[src/rtl/i2c_target_if.sv]
// I2C target endpoint: oversampled SCL/SDA, START/STOP detection, 7-bit address match,
// byte-wise write strobes and read fetch, open-drain SDA drive without clock stretching.
module i2c_target_if #(
    parameter logic [6:0] ADDR = 7'h50
) (
    input  logic       clk,
    input  logic       rst,
    input  logic       scl_i,
    input  logic       sda_i,
    output logic       sda_oe,
    output logic [7:0] rx_data,
    output logic       rx_valid,
    output logic       tx_next,
    input  logic [7:0] tx_data,
    output logic       busy
);

    typedef enum logic [2:0] {
        ST_IDLE, ST_ADDR, ST_ADDR_ACK, ST_WR_DATA,
        ST_WR_ACK, ST_RD_DATA, ST_RD_ACK, ST_IGNORE
    } state_t;

    logic   r_scl_s1, r_scl_s2, r_scl_h;
    logic   r_sda_s1, r_sda_s2, r_sda_h;
    state_t r_state, w_state_nxt;
    logic [7:0] r_shift, w_shift_nxt, w_shift_in;
    logic [2:0] r_cnt, w_cnt_nxt;
    logic       r_sda_oe, w_sda_oe_nxt;
    logic       r_busy, w_busy_nxt;
    logic [7:0] r_rx_data, w_rx_data_nxt;
    logic       r_rx_valid, w_rx_valid_nxt;
    logic       r_rw, w_rw_nxt;
    logic       w_tx_next;
    logic       w_scl_rise, w_scl_fall, w_start, w_stop;

    // Synchronizers idle high so reset never fakes a bus edge
    always_ff @(posedge clk) begin
        if (rst) begin
            r_scl_s1 <= 1'b1; r_scl_s2 <= 1'b1; r_scl_h <= 1'b1;
            r_sda_s1 <= 1'b1; r_sda_s2 <= 1'b1; r_sda_h <= 1'b1;
        end else begin
            r_scl_s1 <= scl_i; r_scl_s2 <= r_scl_s1; r_scl_h <= r_scl_s2;
            r_sda_s1 <= sda_i; r_sda_s2 <= r_sda_s1; r_sda_h <= r_sda_s2;
        end
    end

    assign w_scl_rise = r_scl_s2 & ~r_scl_h;
    assign w_scl_fall = ~r_scl_s2 & r_scl_h;
    assign w_start    = ~r_sda_s2 & r_sda_h & r_scl_s2;
    assign w_stop     = r_sda_s2 & ~r_sda_h & r_scl_s2;
    assign w_shift_in = {r_shift[6:0], r_sda_s2};

    always_ff @(posedge clk) begin
        if (rst) begin
            r_state    <= ST_IDLE;
            r_shift    <= '0;
            r_cnt      <= '0;
            r_sda_oe   <= 1'b0;
            r_busy     <= 1'b0;
            r_rx_data  <= '0;
            r_rx_valid <= 1'b0;
            r_rw       <= 1'b0;
        end else begin
            r_state    <= w_state_nxt;
            r_shift    <= w_shift_nxt;
            r_cnt      <= w_cnt_nxt;
            r_sda_oe   <= w_sda_oe_nxt;
            r_busy     <= w_busy_nxt;
            r_rx_data  <= w_rx_data_nxt;
            r_rx_valid <= w_rx_valid_nxt;
            r_rw       <= w_rw_nxt;
        end
    end

    always_comb begin
        w_state_nxt    = r_state;
        w_shift_nxt    = r_shift;
        w_cnt_nxt      = r_cnt;
        w_sda_oe_nxt   = r_sda_oe;
        w_busy_nxt     = r_busy;
        w_rx_data_nxt  = r_rx_data;
        w_rx_valid_nxt = 1'b0;
        w_rw_nxt       = r_rw;
        w_tx_next      = 1'b0;
        if (w_stop) begin
            w_state_nxt  = ST_IDLE;
            w_sda_oe_nxt = 1'b0;
            w_busy_nxt   = 1'b0;
            w_cnt_nxt    = '0;
        end else if (w_start) begin
            w_state_nxt  = ST_ADDR;
            w_sda_oe_nxt = 1'b0;
            w_busy_nxt   = 1'b0;
            w_cnt_nxt    = '0;
        end else begin
            case (r_state)
                ST_ADDR: if (w_scl_rise) begin
                    w_shift_nxt = w_shift_in;
                    w_cnt_nxt   = r_cnt + 3'd1;
                    if (r_cnt == 3'd7) begin
                        if (r_shift[6:0] == ADDR) begin
                            w_state_nxt = ST_ADDR_ACK;
                            w_busy_nxt  = 1'b1;
                            w_rw_nxt    = r_sda_s2;
                        end else begin
                            w_state_nxt = ST_IGNORE;
                        end
                    end
                end
                // ACK slots: first SCL fall drives low, second fall releases and moves on
                ST_ADDR_ACK: if (w_scl_fall) begin
                    if (!r_sda_oe) begin
                        w_sda_oe_nxt = 1'b1;
                    end else begin
                        w_cnt_nxt = '0;
                        if (r_rw) begin
                            w_tx_next    = 1'b1;
                            w_shift_nxt  = tx_data;
                            w_sda_oe_nxt = ~tx_data[7];
                            w_state_nxt  = ST_RD_DATA;
                        end else begin
                            w_sda_oe_nxt = 1'b0;
                            w_state_nxt  = ST_WR_DATA;
                        end
                    end
                end
                ST_WR_DATA: if (w_scl_rise) begin
                    w_shift_nxt = w_shift_in;
                    w_cnt_nxt   = r_cnt + 3'd1;
                    if (r_cnt == 3'd7) begin
                        w_rx_data_nxt  = w_shift_in;
                        w_rx_valid_nxt = 1'b1;
                        w_state_nxt    = ST_WR_ACK;
                    end
                end
                ST_WR_ACK: if (w_scl_fall) begin
                    if (!r_sda_oe) begin
                        w_sda_oe_nxt = 1'b1;
                    end else begin
                        w_sda_oe_nxt = 1'b0;
                        w_cnt_nxt    = '0;
                        w_state_nxt  = ST_WR_DATA;
                    end
                end
                ST_RD_DATA: if (w_scl_fall) begin
                    if (r_cnt == 3'd7) begin
                        w_sda_oe_nxt = 1'b0;
                        w_cnt_nxt    = '0;
                        w_state_nxt  = ST_RD_ACK;
                    end else begin
                        w_shift_nxt  = {r_shift[6:0], 1'b0};
                        w_sda_oe_nxt = ~r_shift[6];
                        w_cnt_nxt    = r_cnt + 3'd1;
                    end
                end
                ST_RD_ACK: begin
                    if (w_scl_rise && r_sda_s2) begin
                        w_state_nxt = ST_IGNORE;
                    end else if (w_scl_fall) begin
                        w_tx_next    = 1'b1;
                        w_shift_nxt  = tx_data;
                        w_sda_oe_nxt = ~tx_data[7];
                        w_cnt_nxt    = '0;
                        w_state_nxt  = ST_RD_DATA;
                    end
                end
                default: ;
            endcase
        end
    end

    assign sda_oe   = r_sda_oe;
    assign rx_data  = r_rx_data;
    assign rx_valid = r_rx_valid;
    assign tx_next  = w_tx_next;
    assign busy     = r_busy;

endmodule

[config.mk]
export PLATFORM = sky130hd
export DESIGN_NAME = i2c_target_if
export DESIGN_NICKNAME = d
export VERILOG_FILES = /design/src/rtl/i2c_target_if.sv
export SDC_FILE = /design/constraint.sdc
export NUM_CORES = 1
export LEC_CHECK = 0
export ABC_AREA = 1
export CAP_MARGIN = 25
export CORE_ASPECT_RATIO = 1.2
export CORE_UTILIZATION = 35
export DETAILED_ROUTE_END_ITERATION = 10
export HOLD_SLACK_MARGIN = 0.1
export PLACE_DENSITY_LB_ADDON = 0.08
export SYNTH_ARGS = -nofsm -noshare
export SYNTH_HDL_FRONTEND = slang
export SYNTH_SLANG_ARGS = --single-unit
[constraint.sdc]
create_clock -name clk -period 1.7 [get_ports clk]
set_input_delay 0.255 -clock clk [delete_from_list [all_inputs] [get_ports clk]]
set_output_delay 0.255 -clock clk [all_outputs]
set_load 0.01 [all_outputs]
==> summary.md, run 1 <==
| Metric | Value |
|---|---|
| CP max stage cell | dfxtp_1 |
| Hold WC Path Type | reg2reg |
| TritonCTS clock tree | yes |
| Most frequent cells in the layout | nand2_1, nor2_1, dfxtp_1, inv_1, o21ai_0 |
| GRT Total Usage | between 15 and 20% |
| Register area share after synthesis | a little under two fifths |
| Antenna violations before repair | 0 |
| Mapped Area | approximately 1700 µm² |
| Most common cell after layout, fill and taps aside | nand2_1 |
| Pre-Repair DR Iteration Count | 4 |
| Num ports | 24 |
| Final setup fails | 0 |
| Placed wire-length estimate | 3010 µm |
| Crit-path cells | ha_1 -> ha_4 -> nand3_1 -> nand2_1 -> nand3_1 -> nor2_1 -> inv_1 -> nor2_1 -> nor2_1 |
| # DRC | 0 |
| Clock Latency Late Sink | 0.28 ns |
| H-tree levels | 2 |
| Post-synthesis cell type count | 26 |
| First-pass GRT wire length | 6690 µm |
| Design area | around 2100 µm² |
| Syn avg cell area | around 6.8 µm² |
| Worst-path clk slew | 0.07 ns |
| Top post-synthesis cells by area | dfxtp_1, nand2_1, nor2_1 |
| Final Cycle Share | 93.3% |
| Worst vdd ir | ~0.38 mV |
| Area Growth Syn to Fin | 26.9% |
| Vias in the first global route | roughly 1500 |
| Static leakage | 0.934 nW |
| Max clock buf depth | 2 |
| Post-synthesis cell count | 245 |
| Share of cells above drive strength 1 | between 10% and 20% |
| Final Routed Wirelength | between 4000 and 5000 µm |
| Leading area contributor after synthesis | dfxtp_1 |
| Most frequent CP cell | nor2_1 |
| Root Driver | clkbuf_8 |
| Worst slew pin tran | 0.432 ns |
| Final nets | 289 |
| DP Area | about 2000 µm² |
| Status | completed |
| Critical path capture point type | flop |
| Critical Path RT | 1.88 ns |
| Slew HR | 70.9% |
| Via count | 1584 |
| FF+latch count, synth | 31 |
| Post-route ant nets | 0 |
| CP peak stage delay | 0.36 ns |
| Grt total ovfl | 0 |
| Achievable Freq | 0.630 GHz |
| Die height | 77.5 µm |
| DRT iter0 DRCs | between 60 and 70 |
| Power Density | 1020 nW/µm² |
| Final WS setup | 0.114 ns |
| Initial Util | 36.5% |
| Final Max Tran Viols | 0 |
| CP Data Arrival Time | 1.77 ns |
| Max cap viols | 0 |
| Setup CP Type | reg2reg |
| Pin count of the biggest net entering global routing | 19 |
| Post-CTS Hold Fix Bufs | 0 |
| Final GP Congestion | 0.802 |
| Crit-path max FO | 5 |
| Final hold violation count | 0 |
| Routed len/inst | 12.2 µm |
| Core Region | 4560 µm² |
| Yosys top cell area share | 37.3% |
| Die W | 64.9 µm |
| Clock skew | about 0.0068 ns |
| Unrepaired setup endpoints after global routing | no |
| Via density | 4.74 |
| Num Clock Sinks | 31 |
| Ys Warns | 0 |
| Rows | 27 |
| Critical path launch point type | flop |
| CTS Buf Count | 5 |
| Port bufs | 23 |
| Setup WS pre-CTS | 0.0156 ns |
| Fin crit period | about 1.6 ns |
| ANT cells | 0 |
| Mapped Nets | roughly 260 |
| Die area | between 5000 and 6000 µm² |
metrics by stage:
step / instances / utilization, % / setup TNS, ns / hold WS (ns) / power, mW
6_report: 334 / 46.3 / 0 / 0.410 / 2.15
3_5_place_dp: 325 / 42.9 / 0 / 0.397 / 1.40
3_3_place_gp: 325 / 42.9 / -0.00973 / 0.391 / 1.40
2_1_floorplan: 245 / - / 0 / 0.327 / 1.28
4_1_cts: 333 / 45.5 / 0 / 0.411 / 2.14
5_1_grt: 334 / 46.3 / 0 / 0.420 / 2.29
state kept, by name, summed over array words and instances, names as in the netlist:
name / flops
rx_data: 8
r_shift: 7
r_cnt: 3
r_state: 3
busy: 1
r_rw: 1
r_scl_h: 1
r_scl_s1: 1
r_scl_s2: 1
r_sda_h: 1
r_sda_s1: 1
r_sda_s2: 1
rx_valid: 1
sda_oe: 1
per-layer routing:
layer	wire length [µm]	global-route usage [%]	vias up
met5	0	0	-
met3	140	3.38	8
met4	87	8.44	0
met1	1850	20.6	709
met2	2000	29.5	27
li1	-	-	840
worst max-delay path: cells and delay by family, from the launching register on:
family / cells / cell delay, ns
flip-flops: 1 / 0.36
AND/OR/NAND/NOR: 6 / 0.64
buffers and inverters: 1 / 0.10
adder cells (fa/ha/maj): 2 / 0.38
power breakdown:
part | internal [mW] | switching [mW] | leakage [nW] | total (mW)
Combinational | 0.229 | 0.350 | 0.623 | 0.579
Clock | 0.436 | 0.298 | 0.0581 | 0.734
Sequential | 0.785 | 0.0522 | 0.253 | 0.837
kinds of logic after synthesis:
group / after synthesis / share of synthesized area (%)
AOI/OAI and AO/OA: 45 / 14.1
DFF: 31 / 37.3
and+or+nand+nor: 131 / 36.3
buffers and inverters: 36 / 10.8
adders and majority gates: 2 / 1.50
area by class of cell:
class	count	area (µm²)
Timing Repair Buffer	31	310
Sequential cell	31	623
Multi-Input combinational cell	178	886
Fill cell	494	2450
Clock buffer	5	68.8
Tap cell	58	72.6
Clock inverter	3	43.8
Inverter	28	105
worst paths after layout:
kind / from / endpoint / slack [ns] / depth (start not counted)
worst max-delay path: r_cnt[0] / r_state[2] / 0.11 / 9
worst min-delay path: r_scl_s1 / r_scl_s2 / 0.41 / 1
worst max register to register: r_cnt[0] / r_state[2] / 0.11 / 9
worst min register to register: r_scl_s1 / r_scl_s2 / 0.41 / 1
cell usage after synthesis:
master / n
dfxtp_1: 31
nand3_4: 1
clkbuf_4: 1
nand2_2: 5
o21ai_0: 23
o21ai_1: 2
nand3b_1: 6
buf_6: 5
nand2_1: 48
nor3_4: 1
nand4_1: 1
or2_2: 4
a21oi_2: 1
nor2_1: 45
a21oi_1: 16
nand3_1: 16
nor2_4: 1
ha_1: 2
inv_1: 25
inv_2: 3
o211ai_1: 1
a22oi_1: 1
o22ai_1: 1
nand2_4: 1
nor3_1: 2
buf_2: 2
what timing repair did:
item,CTS,global route
resized for setup,4,6
buffers inserted,0,1
endpoints found under the setup margin,1,20
pin swaps,0,1
Note: power is estimated with default switching activity, not from simulation.
==> run 2: changes to the inputs <==
--- a/config.mk
+++ b/config.mk
@@ -7,7 +7,6 @@
 export LEC_CHECK = 0
 export ABC_AREA = 1
 export CAP_MARGIN = 25
-export CORE_ASPECT_RATIO = 1.2
 export CORE_UTILIZATION = 35
 export DETAILED_ROUTE_END_ITERATION = 10
 export HOLD_SLACK_MARGIN = 0.1
==> summary.md, run 2 (same netlist as run 1, synthesis figures left out) <==
| Metric | Value |
|---|---|
| Status | completed (unchanged) |
| H-tree levels | 2 (unchanged) |
| Achievable Freq | 0.621 GHz (was 0.630 GHz) |
| Die height | 70.9 µm (was 77.5 µm) |
| Final Util | 46.9% (was 46.3%) |
| TNS Setup | 0 ns (unchanged) |
| Crit path from | r_state[1] (was r_cnt[0]) |
| Via count | 1605 (was 1584) |
| Antenna violations before repair | 0 (unchanged) |
| Most common cell after layout, fill and taps aside | nand2_1 (unchanged) |
| Worst slew pin tran | 0.471 ns (was 0.432 ns) |
| CP Data Arrival Time | 1.36 ns (was 1.77 ns) |
| Area Growth Syn to Fin | 26.2% (was 26.9%) |
| Clock skew | 0.00709 ns (was 0.00679 ns) |
| Max clock buf depth | 2 (unchanged) |
| Postcts setup bufs | 0 (unchanged) |
| Vias in the first global route | 1401 (was 1463) |
| Pin count of the biggest net entering global routing | 15 (was 19) |
| Clock Latency Late Sink | 0.29 ns (was 0.28 ns) |
| DRT iter0 DRCs | 75 (was 62) |
| Fin crit period | 1.61 ns (was 1.59 ns) |
| Port bufs | 23 (unchanged) |
| Final Cycle Share | 94.8% (was 93.3%) |
| Critical R2R Launch | r_cnt[0] (unchanged) |
| Critical path launch point type | flop (unchanged) |
| Worst-path clk slew | 0.07 ns (about the same) |
| # DRC | 0 (unchanged) |
| GRT Total Usage | 17.4% (about the same) |
| Grt total ovfl | 0 (unchanged) |
| TritonCTS clock tree | yes (unchanged) |
| Die area | 5030 µm² (about the same) |
| Fin Hold WS | 0.405 ns (was 0.410 ns) |
| Max cap viols | 0 (unchanged) |
| Final Routed Wirelength | 4040 µm (was 4080 µm) |
| Num Clock Sinks | 31 (unchanged) |
| Post-CTS Hold Fix Bufs | 0 (unchanged) |
| Core Region | 4470 µm² (was 4560 µm²) |
| Num ports | 24 (unchanged) |
| Most frequent cells in the layout | nand2_1, nor2_1, dfxtp_1, inv_1 (was nand2_1, nor2_1, dfxtp_1, inv_1, o21ai_0) |
| Placed wire-length estimate | 3010 µm (about the same) |
| Final hold violation count | 0 (unchanged) |
| Worst vdd ir | 0.494 mV (was 0.385 mV) |
| Final GP Congestion | 0.825 (was 0.802) |
| Routed len/inst | 12.2 µm (about the same) |
| Setup CP Type | reg2out (was reg2reg) |
| Hold WC Path Type | reg2reg (unchanged) |
| Final Max Tran Viols | 0 (unchanged) |
| Root Driver | clkbuf_8 (unchanged) |
| HP Start | r_scl_s1 (unchanged) |
| CTS Buf Count | 5 (unchanged) |
| Power Density | 998 nW/µm² (was 1020 nW/µm²) |
| Final setup fails | 0 (unchanged) |
| Post-route ant nets | 0 (unchanged) |
| Crit-path max FO | 5 (unchanged) |
| Share of cells above drive strength 1 | 14.6% (was 14.1%) |
| Pre-Repair DR Iteration Count | 4 (unchanged) |
| Die W | 70.9 µm (was 64.9 µm) |
| Final nets | 293 (was 289) |
| Design Power | 2.09 mW (was 2.15 mW) |
| Critical path capture point type | output pin (was flop) |
| Initial Util | 37.2% (was 36.5%) |
| Unrepaired setup endpoints after global routing | no (unchanged) |
| Critical Path RT | 1.44 ns (was 1.88 ns) |
| Slew HR | 68.5% (was 70.9%) |
| Max reg flops | 8 (unchanged) |
| First-pass GRT wire length | 6670 µm (was 6690 µm) |
| ANT cells | 0 (unchanged) |
| Rows | 24 (was 27) |
| Static leakage | 0.940 nW (was 0.934 nW) |
| Via density | 4.83 (was 4.74) |
==> run 2: critical path, cell delays in order, from the launching register on <==
cell             delay, ns
dfxtp_2               0.37
buf_4                 0.13
nand3_1               0.12
o22ai_1               0.19
clkdlybuf4s15_1       0.26
==> run 2: stage by stage <==
stage | instances | setup WS, ns | instance area, µm²
after global routing | 332 | 0.0000822 | 2100
after floorplan | 245 | 0.277 | 1660
final | 332 | 0.0890 | 2100
after detailed placement | 324 | 0.0674 | 1990
after global placement | 324 | 0.0932 | 1990
after CTS | 332 | 0.0886 | 2090
==> run 2: path summary, 6_finish.rpt <==
check,cells past startpoint,end,slack [ns]
worst max-delay path,4,tx_next,0.09
worst min-delay path,1,r_scl_s2,0.41
worst min register to register,1,r_scl_s2,0.41
worst max register to register,9,r_state[1],0.16
==> run 2: per-layer routing <==
layer  wire length [µm]  part of all wire [%]  vias to the layer above  track usage [%]
li1                   -                     -                      849                -
met1               2100                    52                      703             25.2
met2               1610                    40                       45             23.0
met3                242                   6.0                        8             5.41
met4                 85                   2.1                        0             8.67
met5                  0                     0                        -                0
==> run 2: timing repair <==
| action | CTS | global route |
|---|---|---|
| endpoints found under the setup margin | 1 | 11 |
| resized for setup | 4 | 3 |
| pin swaps | 0 | 1 |
==> run 2: cell type report <==
class	count	area, µm²
sequential	31	623
inverter	28	105
clock buffer	7	96.3
multi-input combinational	178	868
fill	461	2380
tap	52	65.1
clock inverter	1	7.51
timing repair buffer	35	333
==> run 2: report_power, final <==
part / leakage (nW) / internal, mW / total (mW) / switching, mW
sequential: 0.253 / 0.786 / 0.837 / 0.0512
clock: 0.0505 / 0.368 / 0.659 / 0.291
combinational: 0.637 / 0.245 / 0.598 / 0.353
total: 0.940 / 1.40 / 2.09 / 0.695
==> run 3: changes to the inputs <==
--- a/config.mk
+++ b/config.mk
@@ -7,6 +7,7 @@
 export LEC_CHECK = 0
 export ABC_AREA = 1
 export CAP_MARGIN = 25
+export CORE_ASPECT_RATIO = 1.2
 export CORE_UTILIZATION = 35
 export DETAILED_ROUTE_END_ITERATION = 10
 export HOLD_SLACK_MARGIN = 0.1
==> results of run 3 <==
Final layout, timing and power as in run 1 (identical DEF).
